===== src/rtl/i2c_bit_ctrl.sv =====
// I2C bit-level sequencer: splits START/STOP/WRITE/READ into four prescaled
// phases driving the open-drain SCL/SDA enables, with stretching and arbitration.
module i2c_bit_ctrl #(
    parameter int PRESCALE_W = 16
) (
    input  logic                  clk,
    input  logic                  rst,
    input  logic                  ena,
    input  logic [PRESCALE_W-1:0] clk_cnt,
    input  logic [1:0]            cmd,
    input  logic                  cmd_valid,
    input  logic                  din,
    input  logic                  scl_i,
    input  logic                  sda_i,
    output logic                  cmd_ack,
    output logic                  dout,
    output logic                  busy,
    output logic                  arb_lost,
    output logic                  scl_oen,
    output logic                  sda_oen
);

    // Phases of each command are consecutive so "next phase" is state + 1.
    typedef enum logic [4:0] {
        IDLE,
        START_A, START_B, START_C, START_D,
        STOP_A,  STOP_B,  STOP_C,  STOP_D,
        WR_A,    WR_B,    WR_C,    WR_D,
        RD_A,    RD_B,    RD_C,    RD_D
    } state_t;

    localparam logic [1:0] CMD_START = 2'b00;
    localparam logic [1:0] CMD_STOP  = 2'b01;
    localparam logic [1:0] CMD_WRITE = 2'b10;

    state_t                state_q, state_d;
    logic [PRESCALE_W-1:0] cnt_q, cnt_d;
    logic                  din_q, din_d;
    logic                  scl_oen_q, scl_oen_d;
    logic                  sda_oen_q, sda_oen_d;
    logic                  cmd_ack_q, cmd_ack_d;
    logic                  arb_lost_q, arb_lost_d;
    logic                  busy_q, busy_d;
    logic                  dout_q, dout_d;

    logic                  accept;
    logic                  stretch;
    logic                  arb_hit;
    logic [1:0]            oen_next;
    state_t                state_next;

    function automatic state_t first_phase(input logic [1:0] c);
        case (c)
            CMD_START: first_phase = START_A;
            CMD_STOP:  first_phase = STOP_A;
            CMD_WRITE: first_phase = WR_A;
            default:   first_phase = RD_A;
        endcase
    endfunction

    function automatic logic is_last_phase(input state_t s);
        is_last_phase = (s == START_D) || (s == STOP_D) || (s == WR_D) || (s == RD_D);
    endfunction

    // Returns {scl_oen, sda_oen} applied when a phase is entered.
    function automatic logic [1:0] phase_oen(input state_t s, input logic d);
        case (s)
            START_A, START_B: phase_oen = 2'b11;
            START_C:          phase_oen = 2'b10;
            START_D:          phase_oen = 2'b00;
            STOP_A:           phase_oen = 2'b00;
            STOP_B, STOP_C:   phase_oen = 2'b10;
            STOP_D:           phase_oen = 2'b11;
            WR_A, WR_D:       phase_oen = {1'b0, d};
            WR_B, WR_C:       phase_oen = {1'b1, d};
            RD_A, RD_D:       phase_oen = 2'b01;
            RD_B, RD_C:       phase_oen = 2'b11;
            default:          phase_oen = 2'b11;
        endcase
    endfunction

    assign accept     = ena & cmd_valid & ~cmd_ack_q & (state_q == IDLE);
    // A released SCL that still reads low means a slave is stretching the clock.
    assign stretch    = scl_oen_q & ~scl_i;
    assign arb_hit    = ((state_q == WR_B) || (state_q == WR_C)) & din_q & ~sda_i;
    assign state_next = state_t'(state_q + 5'd1);
    assign oen_next   = phase_oen(state_next, din_q);

    always_comb begin
        state_d    = state_q;
        cnt_d      = cnt_q;
        din_d      = din_q;
        scl_oen_d  = scl_oen_q;
        sda_oen_d  = sda_oen_q;
        cmd_ack_d  = 1'b0;
        arb_lost_d = 1'b0;
        busy_d     = busy_q;
        dout_d     = dout_q;

        if (accept) begin
            state_d                = first_phase(cmd);
            din_d                  = din;
            cnt_d                  = clk_cnt;
            {scl_oen_d, sda_oen_d} = phase_oen(first_phase(cmd), din);
        end else if ((state_q != IDLE) && ena && !stretch) begin
            if (cnt_q != '0) begin
                cnt_d = cnt_q - PRESCALE_W'(1);
            end else begin
                if (state_q == RD_C) begin
                    dout_d = sda_i;
                end
                if (arb_hit) begin
                    state_d                = IDLE;
                    arb_lost_d             = 1'b1;
                    busy_d                 = 1'b0;
                    {scl_oen_d, sda_oen_d} = 2'b11;
                end else if (is_last_phase(state_q)) begin
                    state_d   = IDLE;
                    cmd_ack_d = 1'b1;
                    if (state_q == START_D) begin
                        busy_d = 1'b1;
                    end else if (state_q == STOP_D) begin
                        busy_d = 1'b0;
                    end
                end else begin
                    state_d                = state_next;
                    cnt_d                  = clk_cnt;
                    {scl_oen_d, sda_oen_d} = oen_next;
                end
            end
        end
    end

    always_ff @(posedge clk or posedge rst) begin
        if (rst) begin
            state_q    <= IDLE;
            cnt_q      <= '0;
            din_q      <= 1'b0;
            scl_oen_q  <= 1'b1;
            sda_oen_q  <= 1'b1;
            cmd_ack_q  <= 1'b0;
            arb_lost_q <= 1'b0;
            busy_q     <= 1'b0;
            dout_q     <= 1'b0;
        end else begin
            state_q    <= state_d;
            cnt_q      <= cnt_d;
            din_q      <= din_d;
            scl_oen_q  <= scl_oen_d;
            sda_oen_q  <= sda_oen_d;
            cmd_ack_q  <= cmd_ack_d;
            arb_lost_q <= arb_lost_d;
            busy_q     <= busy_d;
            dout_q     <= dout_d;
        end
    end

    assign cmd_ack  = cmd_ack_q;
    assign arb_lost = arb_lost_q;
    assign busy     = busy_q;
    assign dout     = dout_q;
    assign scl_oen  = scl_oen_q;
    assign sda_oen  = sda_oen_q;

endmodule

===== config.mk =====
export PLATFORM = sky130hd
export DESIGN_NAME = i2c_bit_ctrl
export DESIGN_NICKNAME = d
export VERILOG_FILES = /design/src/rtl/i2c_bit_ctrl.sv
export SDC_FILE = /design/constraint.sdc
export NUM_CORES = 1
export LEC_CHECK = 0
export ABC_CLOCK_PERIOD_IN_PS = 5600
export CAP_MARGIN = 30
export CORE_MARGIN = 2
export CORE_UTILIZATION = 27
export CTS_BUF_LIST = sky130_fd_sc_hd__clkbuf_8
export CTS_CLUSTER_SIZE = 24
export DETAILED_ROUTE_END_ITERATION = 12
export SYNTH_ARGS = -nofsm -noshare
export SYNTH_HDL_FRONTEND = slang
export SYNTH_SLANG_ARGS = --single-unit

===== constraint.sdc =====
create_clock -name clk -period 5.6 [get_ports clk]
set_input_delay 1.12 -clock clk [delete_from_list [all_inputs] [get_ports clk]]
set_output_delay 1.12 -clock clk [all_outputs]
set_load 0.005 [all_outputs]

==> results.md, run 1 <==
- FF-to-FF setup slack: 2.09 ns
- Hold Buf Count CTS: 0
- Post-synth top cells: 35 x nand2_1, 26 x dfrtp_1, 19 x nor2_1
- Vias in the first global route: slightly above 2k
- Die Span Y: 91.1 um
- Top cells by area, synth: dfrtp_1 32%, nand2_1 6.4%, ha_1 4.3%
- Worst Path Required: 5.77 ns
- Met1 WL: around 2600 um
- # nets final: 308
- Slew HR: 38.9%
- Final Slew Violations: 0
- Worst VDD drop: roughly 0.14 mV
- DP Worst Slack: between 1.5 and 2 ns
- Highest routed layer: met4
- Placed Cells: 370
- Critical path peak fanout: 16
- Syn Inst Count: 252
- Worst path max stage delay: 0.80 ns
- First drt pass iteration count: 4
- Final setup margin: 2.09 ns
- Initial drt markers: 132
- Die ar.: 8300 sq um
- Top_reg_cell synth: dfrtp_1
- Crit end category: register
- Critical Path AT: 3.68 ns
- # fillers: 799
- RSZ-0062 raised after global routing: no
- First-pass GRT wire length: 9860 um
- Yosys top cell area share: 31.7%
- Synthesized area per cell: a little over 8 sq um
- Achievable clock frequency: 285 MHz
- Via count: 2053
- Hold path depth: 1
- Initial antenna violation count: 0
- Top-count cell post-synth: nand2_1
- Final wirelength: about 5700 um
- Share of cells above drive strength 1: 5.09%
- Core area: 7290 sq um
- Wire length on met3: about 320 um
- Starting Density: between 20% and 30%
- CTS root buf: clkbuf_8
- Met2 wire length: 2730 um
- FF+latch area: 703 sq um
- Clk slew on worst S/H paths: around 0.10 ns
- Htree depth: 1
- Setup bufs post-CTS: 0
- Resize count post-CTS: 0
- Die width: 91.1 um
- Max stage delay cell, worst path: o21ai_1
- Worst-path cell chain: inv_1 > ha_1 > nor4b_1 > nand4b_1 > o21ai_1 > o21ai_0 > mux2_2
- Yosys top cell by area: dfrtp_1
- Number of I/O port buffers: 30
- # diodes: 0
- Post-route ant nets: 0
- Post-route minimum period: 3.51 ns
- Layout area overhead: 23.1%
- CTS tree: yes
- CP bufs+invs: 1
- DPL Wire Length: 4330 um
- Yosys cell types: 54
- Largest net degree at the start of global routing: 20
- Hold crit path type: reg2reg
- Std-Cell Rows: 31
- Post-synth EDFFs: 0
- Top-Level Pins: 31
- Worst slew pin tran: 0.911 ns
- Critical path's top delay family: simple AND/OR/NAND/NOR gates
- Crit path kind: reg2reg
- Post-Syn Area: 2050 sq um
- Remaining DRCs: 0
- Remaining Overflow, GRT: 0
- Final setup fails: 0
- Multi-input combinational cell area: around 1300 sq um
- Synthesized netlist net count: 284
- R2r worst-path depth: 7
- Critical Path Source Type: register
- Clk Latency, worst-skew pair: 0.28 ns
- Seq/Total Area, Yosys: 34.3%
- Gr usage total: 14.2%
- PwrDens: 369 nW/um^2
- Leak: 0.923 nW
- Gpl congestion: 0.831
- CP Depth: 7
- Clock Skews: 0.00430 ns
- TritonCTS Buffers: 3
- Synth async-reset ratio: 100%
- Max-cap violations: 0
- Yosys Warn Count: 0
- Vias per cell: between 5 and 6
- Post-Layout Cell Count: roughly 370
- Max Buffers Root-to-Sink: 2
- Final Hold Fails: 0
- Register bit total from synthesis: 28
- TNS Setup: 0 ns
- Run status: complete, no violations
- Fin crit share: 62.7%
- WL per Instance: 15.2 um
- Clock sinks: 28
## power breakdown
part | total (mW) | switching [mW] | internal [mW]
Combinational | 0.375 | 0.188 | 0.187
Clock | 0.161 | 0.0651 | 0.0958
Sequential | 0.395 | 0.112 | 0.283
## worst reg2reg max path: stages, from the launching register on
cell,delay (ns)
dfrtp_1,0.49
inv_1,0.13
ha_1,0.33
nor4b_1,0.50
nand4b_1,0.71
o21ai_1,0.80
o21ai_0,0.16
mux2_2,0.29
## through the flow
step	hold WS (ns)	area (sq um)	total power, mW	util [%]
6_report	0.525	2520	0.931	34.6
5_1_grt	0.550	2520	1.02	34.6
4_1_cts	0.527	2520	0.937	34.6
3_5_place_dp	0.503	2450	0.772	33.6
3_3_place_gp	0.493	2420	0.768	33.3
2_1_floorplan	0.482	2050	0.650	-
## per-layer routing
| layer | global-route usage (%) | vias to the layer above |
|---|---|---|
| met2 | 24.1 | 58 |
| li1 | - | 1006 |
| met1 | 19.4 | 983 |
| met3 | 2.66 | 6 |
| met4 | 1.64 | 0 |
| met5 | 0 | - |
## state kept, by name, summed over array words and instances (netlist names)
| signal | cells |
|---|---|
| state_q | 5 |
| dout | 1 |
| busy | 1 |
| cmd_ack | 1 |
| scl_oen | 1 |
| din_q | 1 |
| cnt_q | 16 |
| sda_oen | 1 |
| arb_lost | 1 |
## cells by family (layout without fill, tap and decap cells)
| group | count (synthesis) | after routing | share of synthesized area [%] |
|---|---|---|---|
| and+or+nand+nor | 113 | 113 | 28.6 |
| AOI/OAI and AO/OA | 78 | 78 | 25.9 |
| DFF | 28 | 28 | 34.3 |
| buffers and inverters | 20 | 43 | 3.85 |
| adders and majority gates | 7 | 7 | 4.27 |
| muxes | 4 | 4 | 2.20 |
| xor gates and xnor gates | 2 | 2 | 0.855 |
## cells in the final DEF (no fill, tap or decap), types with 2 or more instances in the layout
cell             synthesis  routed
a211o_1                  3       3
a31oi_1                  6       6
inv_1                    8       8
ha_1                     7       7
dfstp_2                  2       2
a21oi_1                 17      17
nor4_1                   3       3
nand3_1                 14      14
a32o_1                   2       2
nand4b_1                 4       4
a221o_1                  3       3
nor4b_1                  3       3
clkbuf_8                 0       3
nor2_1                  19      19
o21ai_0                 14      14
o211ai_1                 3       3
a41oi_1                  2       2
o31ai_1                  2       2
o21a_1                   3       3
nand2_1                 35      35
mux2_2                   4       4
clkdlybuf4s50_1          0      30
nand4_1                  2       2
dfrtp_1                 26      26
o22ai_1                  8       8
or3_1                    7       7
nand2b_1                 5       5
nor3_1                   8       8
o32a_1                   6       6
## worst paths after layout
path | start | to
min | dout | dout
max | state_q[0] | cnt_q[1]
min reg2reg | dout | dout
min in group asynchronous | rst | cnt_q[3]
max in group asynchronous | rst | scl_oen
max reg2reg | state_q[0] | cnt_q[1]
## layout make-up
class | instances | share of cell area, %
clock buffer | 3 | 1.64
tap | 99 | 4.91
multi-input combinational | 204 | 50.2
sequential | 28 | 27.9
inverter | 8 | 1.19
timing repair buffer | 31 | 13.0
clock inverter | 1 | 1.19
(Power assumes the default switching activity.)
==> run 2, diff against run 1 <==
ABC_CLOCK_PERIOD_IN_PS = 3350   (was 5600)
clock period = 3.35 ns   (was 5.6 ns; I/O delays follow)
==> run 2 against run 1 <==
Effect of this change:
- flip-flop and latch count unchanged
- clock power up 78%
- count of clock-buffer cells in the layout unchanged
- hold slack better by 0.015 ns
- setup slack worse by 1.4 ns
- combinational power up 70%
==> results.md, run 2 (synthesis gave the netlist of run 1 again) <==
- Run status: complete, no violations
- Final setup fails: 0
- Gpl congestion: 0.860
- Final Slew Violations: 0
- Setup bufs post-CTS: 0
- R2r worst-path depth: 8
- TNS Setup: 0 ns
- Hold Crit Start: dout
- CTS tree: yes
- Top reg by flops: cnt_q
- Largest regs: cnt_q: 16 flops, state_q: 5 flops
- Critical Path AT: 2.89 ns
- Vias per cell: 5.47
- Hold path depth: 1
- Cell area after layout: roughly 2500 sq um
- PwrDens: around 620 nW/um^2
- Initial drt markers: between 100 and 150
- Critical Path Source Type: register
- Initial antenna violation count: 0
- # diodes: 0
- DPL Wire Length: ~4400 um
- Post-DP Area: around 2500 sq um
- Worst R2R Start: state_q[0]
- Remaining DRCs: 0
- Final wirelength: 5920 um
- Worst-path cell chain: inv_1 > ha_1 > nor4b_1 > nand3b_1 > or3_1 > or3b_1 > and4_4 > a211o_1
- # nets final: between 300 and 400
- Std-Cell Rows: 31
- Number of I/O port buffers: 30
- Commonest non-fill, non-tap cell in the layout: nand2_1
- Max-cap violations: 0
- Vias in the first global route: 2040
- # fillers: 818
- Worst slew pin tran: 0.576 ns
- Achievable clock frequency: 371 MHz
- Die ar.: 8300 sq um
- Via count: 2080
- Commonest cells after routing, fill and taps aside: 35 x nand2_1, 30 x clkdlybuf4s50_1, 26 x dfrtp_1, 19 x nor2_1, 17 x a21oi_1
- Max Buffers Root-to-Sink: 2
- Fin crit share: 80.5%
- First drt pass iteration count: 4
- Clk slew on worst S/H paths: about 0.11 ns
- Flip-flop count of the largest register after layout: 16
- Crit end category: register
- Layout area overhead: 24.4%
- Die width: 91.1 um
- Clock sinks: 28
- Largest net degree at the start of global routing: 29
- Slew HR: 61.6%
- Gr usage total: roughly 14%
- Resize count post-CTS: 0
- Hold EP: dout
- Htree depth: 1
- CTS root buf: clkbuf_8
- Starting Density: 28.1%
- TritonCTS Buffers: 3
- Max stage delay cell, worst path: dfrtp_1
- Post-route ant nets: 0
- WL per Instance: 15.6 um
- Final Hold Fails: 0
- Die Span Y: between 90 and 100 um
- Clock Skews: between 0.003 and 0.004 ns
- Hold crit path type: reg2reg
- Top-Level Pins: 31
- Crit path kind: reg2reg
- FF-to-FF setup slack: 0.65 ns
- Worst R2R End: cnt_q[8]
- First-pass GRT wire length: a little under 10000 um
- Worst Path Required: 3.54 ns
- Leak: 0.946 nW
- Critical path peak fanout: 8
- Clk Latency, worst-skew pair: 0.29 ns
- Post-route minimum period: about 2.7 ns
- RSZ-0062 raised after global routing: no
- Share of cells above drive strength 1: 7.12%
- Remaining Overflow, GRT: 0
- Hold Buf Count CTS: 0
- Worst VDD drop: 0.222 mV
- Core area: 7290 sq um
- Worst path max stage delay: 0.48 ns
## run 2: cell count changes in the layout (fill, tap and decap cells not counted), sizes merged
cell / previous run / this run
buf: 1 / 7
## run 2: worst max-delay path by stage
stage | startpoint | depth (start not counted) | endpoint | slack, ns
5_1_grt | state_q[0] | 5 | cnt_q[1] | 0.47
3_3_place_gp | sda_i | 6 | cnt_q[1] | 0.49
4_1_cts | state_q[0] | 8 | cnt_q[8] | 0.65
2_1_floorplan | state_q[0] | 8 | cnt_q[8] | 0.87
3_5_place_dp | sda_i | 6 | cnt_q[1] | 0.45
6_report | state_q[0] | 8 | cnt_q[8] | 0.65
## run 2: critical path: cells and delay by family, from the launching register on
kind,cells,cell delay (ns)
and+or+nand+nor,5,1.53
buffers and inverters,1,0.10
AOI/OAI and AO/OA,1,0.25
adders and majority gates,1,0.23
DFF,1,0.48
## run 2: layout make-up
| type | instances | area [sq um] | area share (%) |
|---|---|---|---|
| clock inverters | 1 | 30.0 | 1.18 |
| flip-flops and latches | 28 | 703 | 27.6 |
| clock buffers | 3 | 41.3 | 1.62 |
| inverters | 8 | 30.0 | 1.18 |
| repair buffers | 37 | 353 | 13.8 |
| well taps | 99 | 124 | 4.86 |
| multi-input cells | 204 | 1270 | 49.7 |
## run 2: per-stage QoR
stage	instances	utilization, %	power, mW	hold WS, ns	setup slack, ns
6_report	380	35.0	1.58	0.540	0.653
4_1_cts	380	35.0	1.59	0.545	0.653
3_5_place_dp	376	34.0	1.29	0.504	0.446
2_1_floorplan	252	-	1.09	0.482	0.867
5_1_grt	380	35.0	1.71	0.568	0.469
3_3_place_gp	376	34.0	1.29	0.502	0.493
## run 2: layer usage
layer,track usage [%],part of all wire [%],vias to the layer above
li1,-,-,1013
met1,20.1,47,998
met2,23.5,47,60
met3,2.49,5.1,9
met4,3.16,1.1,0
met5,0,0,-
## run 2: power by group
group | leakage (nW) | total (mW) | switching [mW] | internal, mW
registers | 0.331 | 0.659 | 0.186 | 0.473
logic | 0.579 | 0.636 | 0.314 | 0.322
clock network | 0.0357 | 0.287 | 0.126 | 0.161
total | 0.946 | 1.58 | 0.626 | 0.956
==> run 3, diff against run 2 <==
ABC_CLOCK_PERIOD_IN_PS = 2400   (was 3350)
clock period = 2.4 ns   (was 3.35 ns; I/O delays follow)
==> run 3 against run 2 <==
Effect of this change:
- cell area grew 8.5%
- sequential share of layout area decreased by 2.2 points
- non-clock buffer count is 24 higher
- hold slack got worse by 0.020 ns
- maximum frequency rose by 14%
- sequential power increased by 33%
- setup slack lost 0.61 ns
- first-iteration DRC count down 12%
==> results.md, run 3 (synthesis gave the netlist of run 1 again) <==
- Run status: complete, no violations
- PwrDens: around 840 nW/um^2
- Fin crit share: 98.2%
- CTS tree: yes
- Top reg by flops: cnt_q
- Worst path max stage delay: 0.41 ns
- Layout area overhead: 34.9%
- Top-Level Pins: 31
- Final Hold Fails: 0
- Critical path's top delay family: simple AND/OR/NAND/NOR gates
- Die ar.: slightly above 8000 sq um
- Clock sinks: 28
- Remaining DRCs: 0
- Min Hold Slack: 0.521 ns
- Clk Latency, worst-skew pair: 0.28 ns
- Gpl congestion: approximately 0.85
- Final wirelength: around 6100 um
- Vias per cell: 5.46
- Core area: between 7000 and 8000 sq um
- Hold crit path type: reg2reg
- CP bufs+invs: 1
- Power, Total: 2.32 mW
- Slew HR: between 60% and 70%
- Final setup margin: 0.0435 ns
- Placed Cells: between 300 and 400
- Commonest non-fill, non-tap cell in the layout: nand2_1
- Post-DP Area: around 2600 sq um
- Initial drt markers: 98
- Clock Skews: 0.00223 ns
- Post-Layout Cell Count: a little over 400
- Commonest cells after routing, fill and taps aside: 34 x nand2_1, 31 x buf_4, 30 x clkdlybuf4s50_1, 26 x dfrtp_1, 19 x nor2_1
- Post-layout util: 37.9%
- # diodes: 0
- Max stage delay cell, worst path: dfrtp_1
- Number of I/O port buffers: 30
- Critical path peak fanout: 4
- Final setup fails: 0
- Post-route ant nets: 0
- Achievable clock frequency: 424 MHz
- Flip-flop count of the largest register after layout: 16
- Worst-path cell chain: inv_2 > ha_2 > nor4b_4 > nand3b_1 > or3_1 > or3b_1 > and4_4 > a211o_1
- Worst Path Required: 2.57 ns
- # nets final: 338
- RSZ-0062 raised after global routing: yes
- Largest net degree at the start of global routing: 29
- TritonCTS Buffers: 3
- DPL Wire Length: 4630 um
- Vias in the first global route: 2083
- Cell area after layout: 2770 sq um
- Remaining Overflow, GRT: 0
- Initial antenna violation count: 0
- Clk slew on worst S/H paths: 0.10 ns
- Critical Path Source Type: register
- Share of cells above drive strength 1: 17.0%
- Worst VDD drop: 0.313 mV
- Die Span Y: 91.1 um
- TNS Setup: 0 ns
- Largest regs: cnt_q: 16 flops, state_q: 5 flops
- Leak: 1.06 nW
- Critical Path AT: ~2.5 ns
- Max-cap violations: 0
- First-pass GRT wire length: 10200 um
- Std-Cell Rows: 31
- WL per Instance: 15.1 um
- Gr usage total: 14.8%
- Via count: 2204
- DP Worst Slack: -0.137 ns
- Starting Density: 28.1%
- Max Buffers Root-to-Sink: 2
- Crit path kind: reg2reg
- Final Slew Violations: 0
- Die width: 91.1 um
- Htree depth: 1
- Worst slew pin tran: 0.459 ns
- Post-route minimum period: ~2.4 ns
- CTS root buf: clkbuf_8
- First drt pass iteration count: 5
- Crit end category: register
-- run 3: changes by cell type in the layout (fill, tap and decap cells not counted), sizes merged --
cell    previous run  this run
clkbuf             3         4
bufinv             1         0
buf                7        31
-- run 3: worst reg2reg max path: stages (launching register included) --
cell	delay (ns)
dfrtp_1	0.41
inv_2	0.06
ha_2	0.18
nor4b_4	0.14
nand3b_1	0.21
or3_1	0.40
or3b_1	0.40
and4_4	0.20
a211o_1	0.25
-- run 3: what timing repair did --
action	CTS	global route
setup endpoints to repair	1	21
hold buffers	0	0
gates resized for setup	0	13
setup buffers	0	3
pin swaps	1	6
-- run 3: power breakdown --
part	total, mW	internal, mW	switching (mW)
Clock	0.302	0.147	0.155
Sequential	0.874	0.662	0.212
Combinational	1.14	0.585	0.556
-- run 3: per-layer routing --
layer / vias to the layer above / track usage [%] / wire length [um]
met4: 0 / 1.39 / 21
met3: 2 / 2.74 / 373
met5: - / 0 / 0
li1: 1068 / - / -
met2: 75 / 24.6 / 2900
met1: 1059 / 20.7 / 2800
-- run 3: worst paths after layout --
path	cells after the start	slack [ns]	from	end
worst max-delay path	8	0.04	state_q[0]	cnt_q[8]
worst min-delay path	1	0.52	dout	dout
worst max register to register	8	0.04	state_q[0]	cnt_q[8]
worst min register to register	1	0.52	dout	dout
max in group asynchronous	3	1.51	rst	scl_oen
min in group asynchronous	3	0.57	rst	dout
-- run 3: layout make-up --
cell class	instances	area [sq um]
Multi-Input combinational cell	204	1320
Fill cell	778	4530
Sequential cell	28	703
Inverter	8	30.0
Tap cell	99	124
Timing Repair Buffer	61	533
Clock buffer	4	55.1
